### config.mk
export PLATFORM = sky130hd
export DESIGN_NAME = hilo_mult_unit
export DESIGN_NICKNAME = d
export VERILOG_FILES = /design/src/rtl/hilo_mult_unit.sv
export SDC_FILE = /design/constraint.sdc
export NUM_CORES = 1
export LEC_CHECK = 0
export ABC_AREA = 1
export CAP_MARGIN = 20
export CORE_MARGIN = 8
export CORE_UTILIZATION = 40
export DETAILED_ROUTE_END_ITERATION = 10
export PLACE_DENSITY = 0.65
export SLEW_MARGIN = 5
export SYNTH_ARGS = -nofsm -noshare
export SYNTH_HDL_FRONTEND = slang
export SYNTH_SLANG_ARGS = --single-unit
### constraint.sdc
create_clock -name clk -period 2.3 [get_ports clk]
set_input_delay 0.46 -clock clk [delete_from_list [all_inputs] [get_ports clk]]
set_output_delay 0.46 -clock clk [all_outputs]
set_load 0.005 [all_outputs]
### src/rtl/hilo_mult_unit.sv
// hilo_mult_unit
// Iterative 32x32 radix-2 shift-add multiplier producing the 64-bit HI/LO
// result for mult/multu/madd/maddu, then issuing exactly one write strobe to
// the register file HI/LO port (the register file overwrites or accumulates).
//
// Ports:
//   clk              clock, rising edge
//   rst              synchronous active-high reset
//   start            request, accepted only while busy=0
//   op[1:0]          0=mult 1=multu 2=madd 3=maddu
//   a[31:0], b[31:0] operands, latched on accept
//   busy             high from accept edge until the write cycle completes
//   done             one-cycle pulse together with the write strobe
//   rf_write_enable  register file write enable
//   rf_mul[1:0]      1=overwrite {hi,lo}, 2=accumulate {hi,lo}, 0 when idle
//   rf_write_data_1  product[31:0]  (lo)
//   rf_write_data_2  product[63:32] (hi)
module hilo_mult_unit (
  input  logic        clk,
  input  logic        rst,
  input  logic        start,
  input  logic [1:0]  op,
  input  logic [31:0] a,
  input  logic [31:0] b,
  output logic        busy,
  output logic        done,
  output logic        rf_write_enable,
  output logic [1:0]  rf_mul,
  output logic [31:0] rf_write_data_1,
  output logic [31:0] rf_write_data_2
);

  typedef enum logic [1:0] {
    ST_IDLE = 2'd0,
    ST_RUN  = 2'd1,
    ST_FIX  = 2'd2,
    ST_WB   = 2'd3
  } state_t;

  // Magnitude as 33-bit unsigned; |0x80000000| = 0x80000000 fits without overflow.
  function automatic logic [32:0] mag33(input logic [31:0] v, input logic is_signed);
    logic [32:0] ext;
    ext = {is_signed & v[31], v};
    if (ext[32]) begin
      mag33 = 33'd0 - ext;
    end else begin
      mag33 = ext;
    end
  endfunction

  state_t      state_r;
  state_t      state_next_s;
  logic [63:0] mcand_r;   // multiplicand magnitude, shifted left each iteration
  logic [32:0] mplier_r;  // multiplier magnitude, shifted right each iteration
  logic [63:0] acc_r;
  logic [4:0]  cnt_r;
  logic        neg_r;
  logic [1:0]  mode_r;    // register file mode for the op in flight

  logic        op_signed_s;
  logic [32:0] abs_a_s;
  logic [32:0] abs_b_s;
  logic        neg_s;
  logic [63:0] acc_fix_s;

  logic        busy_s, done_s, we_s;
  logic [1:0]  mul_s;
  logic [63:0] data_s;
  logic        busy_r, done_r, we_r;
  logic [1:0]  mul_r;
  logic [63:0] data_r;

  // Operand conditioning for the accept cycle.
  always_comb begin
    op_signed_s = ~op[0];
    abs_a_s     = mag33(a, op_signed_s);
    abs_b_s     = mag33(b, op_signed_s);
    neg_s       = op_signed_s & (a[31] ^ b[31]);
  end

  // Final sign correction of the unsigned magnitude product.
  always_comb begin
    if (neg_r) begin
      acc_fix_s = 64'd0 - acc_r;
    end else begin
      acc_fix_s = acc_r;
    end
  end

  // FSM state register.
  always_ff @(posedge clk) begin
    if (rst) begin
      state_r <= ST_IDLE;
    end else begin
      state_r <= state_next_s;
    end
  end

  // FSM next-state logic; RUN lasts exactly 32 cycles regardless of operand values.
  always_comb begin
    state_next_s = state_r;
    case (state_r)
      ST_IDLE: begin
        if (start) begin
          state_next_s = ST_RUN;
        end else begin
          state_next_s = ST_IDLE;
        end
      end
      ST_RUN: begin
        if (cnt_r == 5'd31) begin
          state_next_s = ST_FIX;
        end else begin
          state_next_s = ST_RUN;
        end
      end
      ST_FIX:  state_next_s = ST_WB;
      ST_WB:   state_next_s = ST_IDLE;
      default: state_next_s = ST_IDLE;
    endcase
  end

  // Datapath: operand latch, shift-add iterations, sign fix.
  always_ff @(posedge clk) begin
    if (rst) begin
      mcand_r  <= 64'd0;
      mplier_r <= 33'd0;
      acc_r    <= 64'd0;
      cnt_r    <= 5'd0;
      neg_r    <= 1'b0;
      mode_r   <= 2'd0;
    end else begin
      case (state_r)
        ST_IDLE: begin
          if (start) begin
            mcand_r  <= {31'd0, abs_a_s};
            mplier_r <= abs_b_s;
            acc_r    <= 64'd0;
            cnt_r    <= 5'd0;
            neg_r    <= neg_s;
            mode_r   <= op[1] ? 2'd2 : 2'd1;
          end else begin
            cnt_r <= cnt_r;
          end
        end
        ST_RUN: begin
          if (mplier_r[0]) begin
            acc_r <= acc_r + mcand_r;
          end else begin
            acc_r <= acc_r;
          end
          mcand_r  <= {mcand_r[62:0], 1'b0};
          mplier_r <= {1'b0, mplier_r[32:1]};
          cnt_r    <= cnt_r + 5'd1;
        end
        ST_FIX:  acc_r <= acc_fix_s;
        ST_WB:   acc_r <= acc_r;
        default: acc_r <= acc_r;
      endcase
    end
  end

  // Output decode: values computed one cycle early so the outputs can be registered.
  always_comb begin
    busy_s = (state_next_s != ST_IDLE);
    if (state_r == ST_FIX) begin
      we_s   = 1'b1;
      done_s = 1'b1;
      mul_s  = mode_r;
      data_s = acc_fix_s;
    end else begin
      we_s   = 1'b0;
      done_s = 1'b0;
      mul_s  = 2'd0;
      data_s = 64'd0;
    end
  end

  // Output registers.
  always_ff @(posedge clk) begin
    if (rst) begin
      busy_r <= 1'b0;
      done_r <= 1'b0;
      we_r   <= 1'b0;
      mul_r  <= 2'd0;
      data_r <= 64'd0;
    end else begin
      busy_r <= busy_s;
      done_r <= done_s;
      we_r   <= we_s;
      mul_r  <= mul_s;
      data_r <= data_s;
    end
  end

  assign busy            = busy_r;
  assign done            = done_r;
  assign rf_write_enable = we_r;
  assign rf_mul          = mul_r;
  assign rf_write_data_1 = data_r[31:0];
  assign rf_write_data_2 = data_r[63:32];

endmodule

# Word-level counts from Yosys, hierarchy flattened
# Index checks and enable logic that the tools add are counted.
dict set report word_totals {
  word_cells 53
  register_bits 239
  out_inout_bits 69
}
dict set report op_classes {
  addsub 5
  n_eq_ne 6
  n_mux 17
  n_reduce_logical 7
  bitwise 7
}
# op count
set op_table {}
lappend op_table {{two-way mux 64 bit} 4}
lappend op_table {{case mux 64 bit (3 select lines)} 1}
lappend op_table {{case mux 64 bit (2 select lines)} 1}
lappend op_table {{two-way mux 33 bit} 3}
lappend op_table {{case mux 33 bit (2 select lines)} 1}
lappend op_table {{subtractor 1 x 33 -> 33 bit (first input constant)} 2}
lappend op_table {{adder 64 bit} 1}
lappend op_table {{subtractor 1 x 64 -> 64 bit (first input constant)} 1}
lappend op_table {{case mux 5 bit (2 select lines)} 1}
lappend op_table {{case mux 2 bit (4 select lines)} 1}
lappend op_table {{adder 5 x 1 -> 5 bit (second input constant)} 1}
lappend op_table {{equality test 5 bit (second input constant)} 1}
lappend op_table {{two-way mux 5 bit} 1}
lappend op_table {{equality test 2 bit (second input constant)} 2}
lappend op_table {{two-way mux 2 bit} 2}
lappend op_table {{!= test 2 bit (second input constant)} 2}
lappend op_table {{AND reduction 2 bit} 2}
lappend op_table {{nonzero test 2 bit} 2}
lappend op_table {{AND 1 bit} 3}
lappend op_table {{NOT 1 bit} 3}
lappend op_table {{AND reduction 3 bit} 1}
lappend op_table {{equality test 2 x 1 -> 1 bit (second input constant)} 1}
lappend op_table {{logical NOT 2 bit} 1}
lappend op_table {{two-way mux 1 bit} 2}
lappend op_table {{other kinds (2)} 2}

# Depth between registers and ports, before layout
# Gate-level depths: netlist (run 1).
dict set report logic_depth {
  depth_word 6
  depth_mapped 19
}

# Least setup slack after synthesis (run 1)
# No wires, ideal clock.
dict set report synth_timing {
  kind {register to register}
  start {register acc_r[0]}
  end {register acc_r[40]}
  setup_ns 0.134
  stages_incl_launch_ff 20
  arrival_ns 1.956
  path_slack_ns 0.210
  synth_period_minus_slack_ns 2.090
  cell_sequence {dfxtp_1 ha_1 inv_1 fa_1 inv_1 nand3_1 nand2_1 nand2_1 nand2_1 nand2_1 nand2_1 nand2_1 nand2_1 nand2_1 nand2_1 nand2_1 nand3_1 nand2_1 nand2_1 a21oi_1}
}
dict set report synth_between {
  elab_chain_cells 3
  elab_cells_between_ends 5
}
# item line
set synth_rtl {}
lappend synth_rtl {{start, declared} 55} ;# logic [63:0] acc_r;
lappend synth_rtl {{start signal, assigned} 148} ;# acc_r <= acc_r + mcand_r;
lappend synth_rtl {{start signal, assigned} 150} ;# acc_r <= acc_r;
lappend synth_rtl {{start signal, assigned} 156} ;# ST_FIX: acc_r <= acc_fix_s;
lappend synth_rtl {{subtractor 1 x 64 -> 64 bit / adder 64 bit (equally long branches)} {84, 148}}
lappend synth_rtl {{two-way mux 64 bit, on equally long branches} {83, 147}}
lappend synth_rtl {{case mux 64 bit (3 select lines) (*)} 133} ;# case (state_r)
# Mark *: on every way between the ends. The rest lies on a longest branch, timed or not. The select of a mux whose other input is x is not followed.
# A chain may end at the register's enable or synchronous reset.

# Worst setup path after layout (run 1)
dict set report layout_timing {
  start {register acc_r[56]}
  end {register acc_r[61]}
}
# The elaborated chain is that of the path after synthesis.

==> metrics.md, run 1 <==
| Metric | Value |
|---|---|
| Status | finished with violations |
| Failing checks | negative setup slack |
| Critical Path End | acc_r[61]$_SDFFE_PP0P_ |
| Post-synth net total | 3,351 |
| CP arrival | 2810 ps |
| Vias | 22,153 |
| Number of vias per cell | 5.15 |
| Synth Area in Compound Gates | 13.3% |
| Psw | 3.16 mW |
| Clock-pin slew on the worst setup and hold paths | 70 ps |
| Max-slew violations | 0 |
| Gr usage total | 26.2% |
| Synth Instances | 3,209 |
| Net count, final | 3,816 |
| Sequential share of power | 39.4% |
| First-pass GRT wire length | 112,000 um |
| Clock latency on the worst-skew pair | 580 ps |
| Reg2Reg Depth | 15 |
| Setup_tns | -3.77 ps |
| Final WS setup | -3.77 ps |
| XOR/XNOR Fraction of Synth Area | 3.98% |
| Maximum vdd drop | 0.498 mV |
| Power per Cell Area | 426 nW/um2 |
| Hold Crit Class | input port to register |
| Number of synthesized flops with an enable pin | 0 |
| Num CTS Buffers | 29 |
| Share of cells above drive strength 1 | 24.1% |
| Least-Margin Pin Slew | 578 ps |
| Die extent in x | 232 um |
| Max-cap violations | 0 |
| Place WS | -142 ps |
| Port-buffer cells | 137 |
| Ys flop type | dfxtp_1 |
| Top-level I/O count | 138 |
| CP Launch Type | register |
| Final Hold Viols | 0 |
| Layout area overhead | 40.1% |
| Final setup fails | 1 |
| Post-synthesis area per instance | 5.80 um2 |
| Register area share after synthesis | 25.7% |
| Post-Syn Area | 18,600 um2 |
| CTS tree | done |
| Top cell type by total area after synthesis | dfxtp_1 |
| RSZ-0062 raised after global routing | true |
| R2r startpoint | acc_r[56]$_SDFFE_PP0P_ |
| Crit path time final | 2300 ps |
| WL per Instance | 17.2 um |
| Worst path required time | 2800 ps |
| Top cells by area, synth | dfxtp_1, nand2_1, inv_1 |
| Final period utilization | 100% |
| GPL Wtd Cong | 1.02 |
| Area of the die | 53,700 um2 |
| Final Skew | 14.9 ps |
| Slew headroom | 61.4% |
| Flops & latches, synth | 239 |
| Simple-gate share of the synthesized area | 41.0% |
| Fmax | 434 MHz |
| Crit. End Element | register |
| Largest net degree at the start of global routing | 71 |
| R2R Setup Slk | -4 ps |
| Core Area | 46,300 um2 |
| Netlist cell types | 56 |
| H-Tree Depth | 1 |
| Total grt overflow | 0 |
| FP Rows | 79 |
| CP Class | register to register |
| Largest family of logic cells by synthesized area | simple AND/OR/NAND/NOR gates |
| Synth warn | 0 |
| Vias in the first global route | 20,645 |
| Adder-Cell Fraction of Synth Area | 4.94% |
| Asr flop ratio synth | 0% |
| Final wirelength | 74,100 um |
| Initial antenna violation count | 0 |
| Root buffer cell | clkbuf_16 |
| Sink Count | 239 |
| Post-synth top area share | 25.7% |
| Crit path from | acc_r[56]$_SDFFE_PP0P_ |
| Mux cell area share after synthesis | 0% |
| Worst-path fanout max | 4 |
| Clock power share | 44.0% |
| Internal | 7.94 mW |
| Clock buffer depth | 3 |
| Power share of the combinational group | 16.5% |
| Worst reg2reg endpoint | acc_r[61]$_SDFFE_PP0P_ |
| Post-route ant nets | 0 |
| Starting Density | 40.3% |
| Antenna cells | 0 |
| Die span in y | 232 um |
| Pleak | 12.8 nW |
| Dpl hpwl | 57,500 um |
| DR iter-0 viols | 2,186 |
| Switching Share | 28.5% |
| # DRC | 0 |
| DRT Pass-1 Iters | 7 |
cell type report:
class / count / area, um2
fill: 4622 / 20200
multi-input combinational: 2433 / 13200
sequential: 239 / 4880
timing repair buffer: 534 / 4560
inverter: 437 / 1650
clock buffer: 39 / 843
tap: 607 / 759
clock inverter: 12 / 151
metrics by stage:
stage / instances / instance area (um2) / util (%) / power [mW] / hold WS [ps]
after floorplan: 3209 / 18600 / - / 5.31 / 408
after global placement: 4240 / 23500 / 50.7 / 6.13 / 429
after detailed placement: 4240 / 23500 / 50.7 / 6.13 / 436
after CTS: 4293 / 24600 / 53.1 / 11.0 / 209
after global routing: 4301 / 26100 / 56.4 / 11.5 / 224
final: 4301 / 26100 / 56.4 / 11.1 / 226
cells in the mapped netlist, types with 2 or more instances:
| cell type | instances |
|---|---|
| a31oi_1 | 3 |
| buf_2 | 23 |
| nand4_1 | 34 |
| nand3_4 | 3 |
| and2_1 | 2 |
| nor2_1 | 375 |
| nand3_1 | 154 |
| o31ai_1 | 6 |
| a22oi_1 | 2 |
| and3_1 | 4 |
| ha_1 | 72 |
| dfxtp_1 | 239 |
| nand2_4 | 4 |
| a21oi_1 | 253 |
| nor3_2 | 5 |
| o22ai_1 | 3 |
| nand3b_1 | 10 |
| or2_1 | 2 |
| buf_4 | 3 |
| clkinv_1 | 2 |
| nand3_2 | 5 |
| xnor2_1 | 25 |
| inv_2 | 14 |
| o211ai_1 | 31 |
| nor3_1 | 28 |
| xor2_2 | 2 |
| nand2_1 | 1139 |
| o221ai_1 | 13 |
| buf_1 | 7 |
| o21ai_1 | 23 |
| o21ai_0 | 80 |
| o21ai_4 | 2 |
| clkbuf_1 | 67 |
| o21ai_2 | 4 |
| nor4_1 | 3 |
| nand2_2 | 15 |
| a21oi_2 | 7 |
| inv_1 | 421 |
| nor2_4 | 12 |
| or2_2 | 15 |
| xor2_1 | 56 |
| o21bai_1 | 4 |
| nor2_2 | 24 |
cells by family (layout without fill, tap and decap cells):
group / count (synthesis) / in the layout
AOI/OAI and AO/OA: 441 / 441
xor gates and xnor gates: 83 / 83
adders and majority gates: 73 / 73
buffers and inverters: 537 / 1022
DFF: 239 / 239
and+or+nand+nor: 1836 / 1836
layer usage:
layer  up-vias  track usage [%]  share of wire (%)
li1      11017                -                  -
met1     10096             35.1                 44
met2       889             41.1                 44
met3       151             5.81                9.5
met4         0             8.83                3.2
met5         -                0                  0
worst max-delay path, cell delays in order (launching register included):
cell,delay [ps]
dfxtp_1,400
ha_1,310
nand2_1,90
inv_1,90
nand2_1,80
nand3_1,190
a21oi_1,250
nand2_1,120
a21oi_4,150
buf_4,140
nand2_1,50
nand2_1,50
nand3_1,70
nand2_1,70
nand2_1,50
a21oi_1,120
repair_timing:
action / in CTS / in global routing
resized for setup: 26 / 347
setup buffers: 2 / 9
hold buffers: 0 / 0
pin swaps: 3 / 68
setup endpoints to repair: 31 / 53
sequential cells by signal (all words and copies together), names as in the netlist:
signal	flops
rf_write_enable	1
rf_mul	2
mcand_r	64
state_r	2
busy	1
cnt_r	5
neg_r	1
acc_r	64
mode_r	2
data_r	64
mplier_r	33
power groups by stage:
stage / Sequential (mW) / Clock (mW) / Combinational (mW)
6_report: 4.38 / 4.89 / 1.84
5_1_grt: 4.38 / 5.13 / 1.99
4_1_cts: 4.34 / 4.95 / 1.73
3_5_place_dp: 4.43 / 0 / 1.71
3_3_place_gp: 4.43 / 0 / 1.71
2_1_floorplan: 4.40 / 0 / 0.916
worst min-delay path by stage:
| stage | slack [ps] | startpoint | end | cells after the start |
|---|---|---|---|---|
| 2_1_floorplan | 410 | mode_r[1]$_SDFFE_PP0P_ | rf_mul[1]$_SDFF_PP0_ | 2 |
| 3_3_place_gp | 430 | mode_r[1]$_SDFFE_PP0P_ | rf_mul[1]$_SDFF_PP0_ | 2 |
| 3_5_place_dp | 440 | mode_r[1]$_SDFFE_PP0P_ | rf_mul[1]$_SDFF_PP0_ | 2 |
| 4_1_cts | 210 | rst | mplier_r[20]$_SDFFE_PP0P_ | 2 |
| 5_1_grt | 220 | rst | mplier_r[20]$_SDFFE_PP0P_ | 2 |
| 6_report | 230 | rst | mcand_r[13]$_SDFFE_PP0P_ | 2 |
layout by cell type (no fill, tap or decap), types with 6 or more instances in the layout:
| cell | n |
|---|---|
| buf_4 | 377 |
| nor3_2 | 7 |
| dfxtp_1 | 181 |
| inv_1 | 416 |
| clkbuf_16 | 29 |
| o21ai_1 | 21 |
| dfxtp_2 | 48 |
| nand2_1 | 1035 |
| clkdlybuf4s50_1 | 136 |
| o31ai_1 | 6 |
| nand4_1 | 34 |
| nor3_1 | 25 |
| ha_1 | 14 |
| nor2_2 | 49 |
| clkbuf_8 | 8 |
| nand3_4 | 7 |
| nand3b_1 | 10 |
| nand2_4 | 18 |
| nor2_4 | 22 |
| o221ai_1 | 13 |
| nand3_2 | 20 |
| or2_2 | 15 |
| xor2_1 | 56 |
| nand2_2 | 105 |
| dfxtp_4 | 10 |
| a21oi_2 | 41 |
| nor2_1 | 340 |
| xnor2_1 | 25 |
| inv_2 | 18 |
| nand3_1 | 135 |
| a21oi_1 | 218 |
| ha_4 | 51 |
| o211ai_1 | 31 |
| o21ai_0 | 80 |
| buf_6 | 6 |
| buf_12 | 15 |
| ha_2 | 7 |
(Power assumes the default switching activity.)
==> inputs of run 2 (changes only) <==
--- a/config.mk
+++ b/config.mk
@@ -9,8 +9,9 @@
 export CAP_MARGIN = 20
 export CORE_MARGIN = 8
 export CORE_UTILIZATION = 40
+export CTS_CLUSTER_DIAMETER = 100
 export DETAILED_ROUTE_END_ITERATION = 10
-export PLACE_DENSITY = 0.65
+export PLACE_DENSITY = 0.63
 export SLEW_MARGIN = 5
 export SYNTH_ARGS = -nofsm -noshare
 export SYNTH_HDL_FRONTEND = slang
==> constraint.sdc (replaced) <==
create_clock -name clk -period 2.7 [get_ports clk]
set_input_delay 0.54 -clock clk [delete_from_list [all_inputs] [get_ports clk]]
set_output_delay 0.54 -clock clk [all_outputs]
set_load 0.005 [all_outputs]
==> run 2 against run 1 <==
The run now ends clean. Final area down 15%. Worst hold slack better by 80 ps. Register-to-register slack better by 180 ps. Clock-buffer cell count down 7. Critical path depth up 1. Clock skew up 1.7 ps. First-iteration DRC count down 14%. Sequential power down 15%. Cell count down 6.8%.
==> metrics.md, run 2 (synthesis gave the netlist of run 1 again) <==
| Metric | Value |
|---|---|
| Final Skew | 16.6 ps (was 14.9 ps) |
| Crit path from | mcand_r[0]$_SDFFE_PP0P_ (was acc_r[56]$_SDFFE_PP0P_) |
| # DRC | 0 (unchanged) |
| Slew headroom | 55.1% (was 61.4%) |
| Antenna cells | 0 (unchanged) |
| Hold Buf Count CTS | 0 (unchanged) |
| Layout area overhead | 19.5% (was 40.1%) |
| DR iter-0 viols | 1,871 (was 2,186) |
| Worst path required time | 3210 ps (was 2800 ps) |
| Commonest non-fill, non-tap cell in the layout | nand2_1 (unchanged) |
| CP Class | register to register (unchanged) |
| CP top delay family | simple AND/OR/NAND/NOR gates (unchanged) |
| Setup_tns | 0 ps (was -3.77 ps) |
| Maximum vdd drop | 0.519 mV (was 0.498 mV) |
| Clock latency on the worst-skew pair | 590 ps (was 580 ps) |
| Max-slew violations | 0 (unchanged) |
| R2r startpoint | mcand_r[0]$_SDFFE_PP0P_ (was acc_r[56]$_SDFFE_PP0P_) |
| Sink Count | 239 (unchanged) |
| DRT Pass-1 Iters | 5 (was 7) |
| Root buffer cell | clkbuf_16 (unchanged) |
| FP Rows | 79 (unchanged) |
| Gr usage total | 25.6% (was 26.2%) |
| Crit path time final | 2530 ps (was 2300 ps) |
| Number of vias per cell | 5.13 (was 5.15) |
| Die span in y | 232 um (unchanged) |
| Clock-pin slew on the worst setup and hold paths | 60 ps (was 70 ps) |
| Hold Crit Class | input port to register (unchanged) |
| Final wirelength | 70,600 um (was 74,100 um) |
| Pleak | 11.1 nW (was 12.8 nW) |
| WL per Instance | 17.6 um (was 17.2 um) |
| Initial antenna violation count | 0 (unchanged) |
| H-Tree Depth | 1 (unchanged) |
| Max-cap violations | 0 (unchanged) |
| First-pass GRT wire length | 110,000 um (was 112,000 um) |
| Vias | 20,571 (was 22,153) |
| Starting Density | 40.3% (unchanged) |
| CP Launch Type | register (unchanged) |
| Total power | 8.88 mW (was 11.1 mW) |
| Largest net degree at the start of global routing | 93 (was 71) |
| Fmax | 395 MHz (was 434 MHz) |
| Bufs and invs on worst path | 2 (unchanged) |
| Worst Hold Slack | 306 ps (was 226 ps) |
| Placed inst area | 21,300 um2 (was 23,500 um2) |
| Largest regs | acc_r: 64 flops, data_r: 64 flops, mcand_r: 64 flops (unchanged) |
| Crit. End Element | register (unchanged) |
| Post-route ant nets | 0 (unchanged) |
| Status | complete, no violations (was finished with violations) |
| CP peak stage delay | 400 ps (about the same) |
| Final period utilization | 93.7% (was 100%) |
| Die extent in x | 232 um (unchanged) |
| CTS tree | done (unchanged) |
| Share of cells above drive strength 1 | 8.47% (was 24.1%) |
| Most frequent cells in the layout | nand2_1, inv_1, nor2_1 (was nand2_1, inv_1, buf_4) |
| Clock buffer depth | 3 (unchanged) |
| Core Area | 46,300 um2 (unchanged) |
| Top-level I/O count | 138 (unchanged) |
| CP max-delay cell | fa_1 (was dfxtp_1) |
| CP cell instances | ha_1 > inv_1 > fa_1 > inv_1 > nand3_1 > nand2_1 > nand3_1 > nand3b_1 > nand2_1 > nand2_1 > nand2_1 > nand3_1 > nand3_1 > nand2_1 > nand2_1 > a21oi_1 (was ha_1 > nand2_1 > inv_1 > nand2_1 > nand3_1 > a21oi_1 > nand2_1 > a21oi_4 > buf_4 > nand2_1 > nand2_1 > nand3_1 > nand2_1 > nand2_1 > a21oi_1) |
| Post-Layout Inst Area | 22,300 um2 (was 26,100 um2) |
| Dpl hpwl | 56,500 um (was 57,500 um) |
| Final setup fails | 0 (was 1) |
| Port-buffer cells | 137 (unchanged) |
| Num CTS Buffers | 29 (unchanged) |
| Power per Cell Area | 399 nW/um2 (was 426 nW/um2) |
| Area of the die | 53,700 um2 (unchanged) |
| Final Hold Viols | 0 (unchanged) |
| Total grt overflow | 0 (unchanged) |
| Vias in the first global route | 19,069 (was 20,645) |
| Most used cell along the critical path | nand2_1 (unchanged) |
| Net count, final | 3,523 (was 3,816) |
| HP Start | rst (unchanged) |
| Least-Margin Pin Slew | 673 ps (was 578 ps) |
| GPL Wtd Cong | 0.999 (was 1.02) |
| CP arrival | 3040 ps (was 2810 ps) |
| Worst-path fanout max | 4 (unchanged) |
[run 2: cell count changes in the layout (fill, tap and decap cells not counted), sizes merged]
cell      previous run  this run
buf                398       105
clkinvlp             1         4
clkbuf              39        32
inv                439       440
clkinv               6        11
bufinv               3         2
[run 2: final timing paths]
| path | endpoint | cells past startpoint | slack [ps] |
|---|---|---|---|
| worst max-delay path | acc_r[52]$_SDFFE_PP0P_ | 16 | 170 |
| worst min-delay path | data_r[6]$_SDFF_PP0_ | 2 | 310 |
| worst max register to register | acc_r[52]$_SDFFE_PP0P_ | 16 | 170 |
| worst min register to register | rf_mul[1]$_SDFF_PP0_ | 2 | 450 |
[run 2: final cells by class]
| type | instances | area (um2) |
|---|---|---|
| fill | 5052 | 24000 |
| inverter | 437 | 1650 |
| timing repair buffer | 241 | 2290 |
| clock inverter | 20 | 186 |
| tap | 607 | 759 |
| sequential | 239 | 4790 |
| clock buffer | 32 | 737 |
| multi-input combinational | 2433 | 11800 |
[run 2: metrics by stage]
stage	utilization, %	cells	worst slack, ps
after global placement	46.0	3956	83.1
after global routing	48.1	4009	-9.43
final	48.1	4009	171
after detailed placement	46.0	3956	60.4
after floorplan	-	3209	610
after CTS	48.0	4008	110
[run 2: metal layers]
metal | global-route usage (%) | routed length, um | vias up
met2 | 41.0 | 30900 | 778
met4 | 6.18 | 1750 | 0
met3 | 3.71 | 6160 | 100
met5 | 0 | 0 | -
li1 | - | - | 10438
met1 | 35.8 | 31800 | 9255
[run 2: power by group]
| group | switching (mW) | total [mW] | internal (mW) |
|---|---|---|---|
| Sequential | 0.0954 | 3.72 | 3.62 |
| Combinational | 0.806 | 1.26 | 0.457 |
| Clock | 1.73 | 3.90 | 2.18 |
[run 2: what timing repair did]
item                                    4_1_cts  5_1_grt
resized for setup                             0       12
endpoints found under the setup margin        0       15
endpoints found under the hold margin         0        0
buffers inserted                              0        1
[run 2: worst register-to-register path: stages (launching register included)]
cell and delay, ps:
dfxtp_1 370, ha_1 180, inv_1 50, fa_1 400
inv_1 70, nand3_1 100, nand2_1 140, nand3_1 80
nand3b_1 200, nand2_1 80, nand2_1 180, nand2_1 130
nand3_1 110, nand3_1 120, nand2_1 90, nand2_1 60
a21oi_1 110
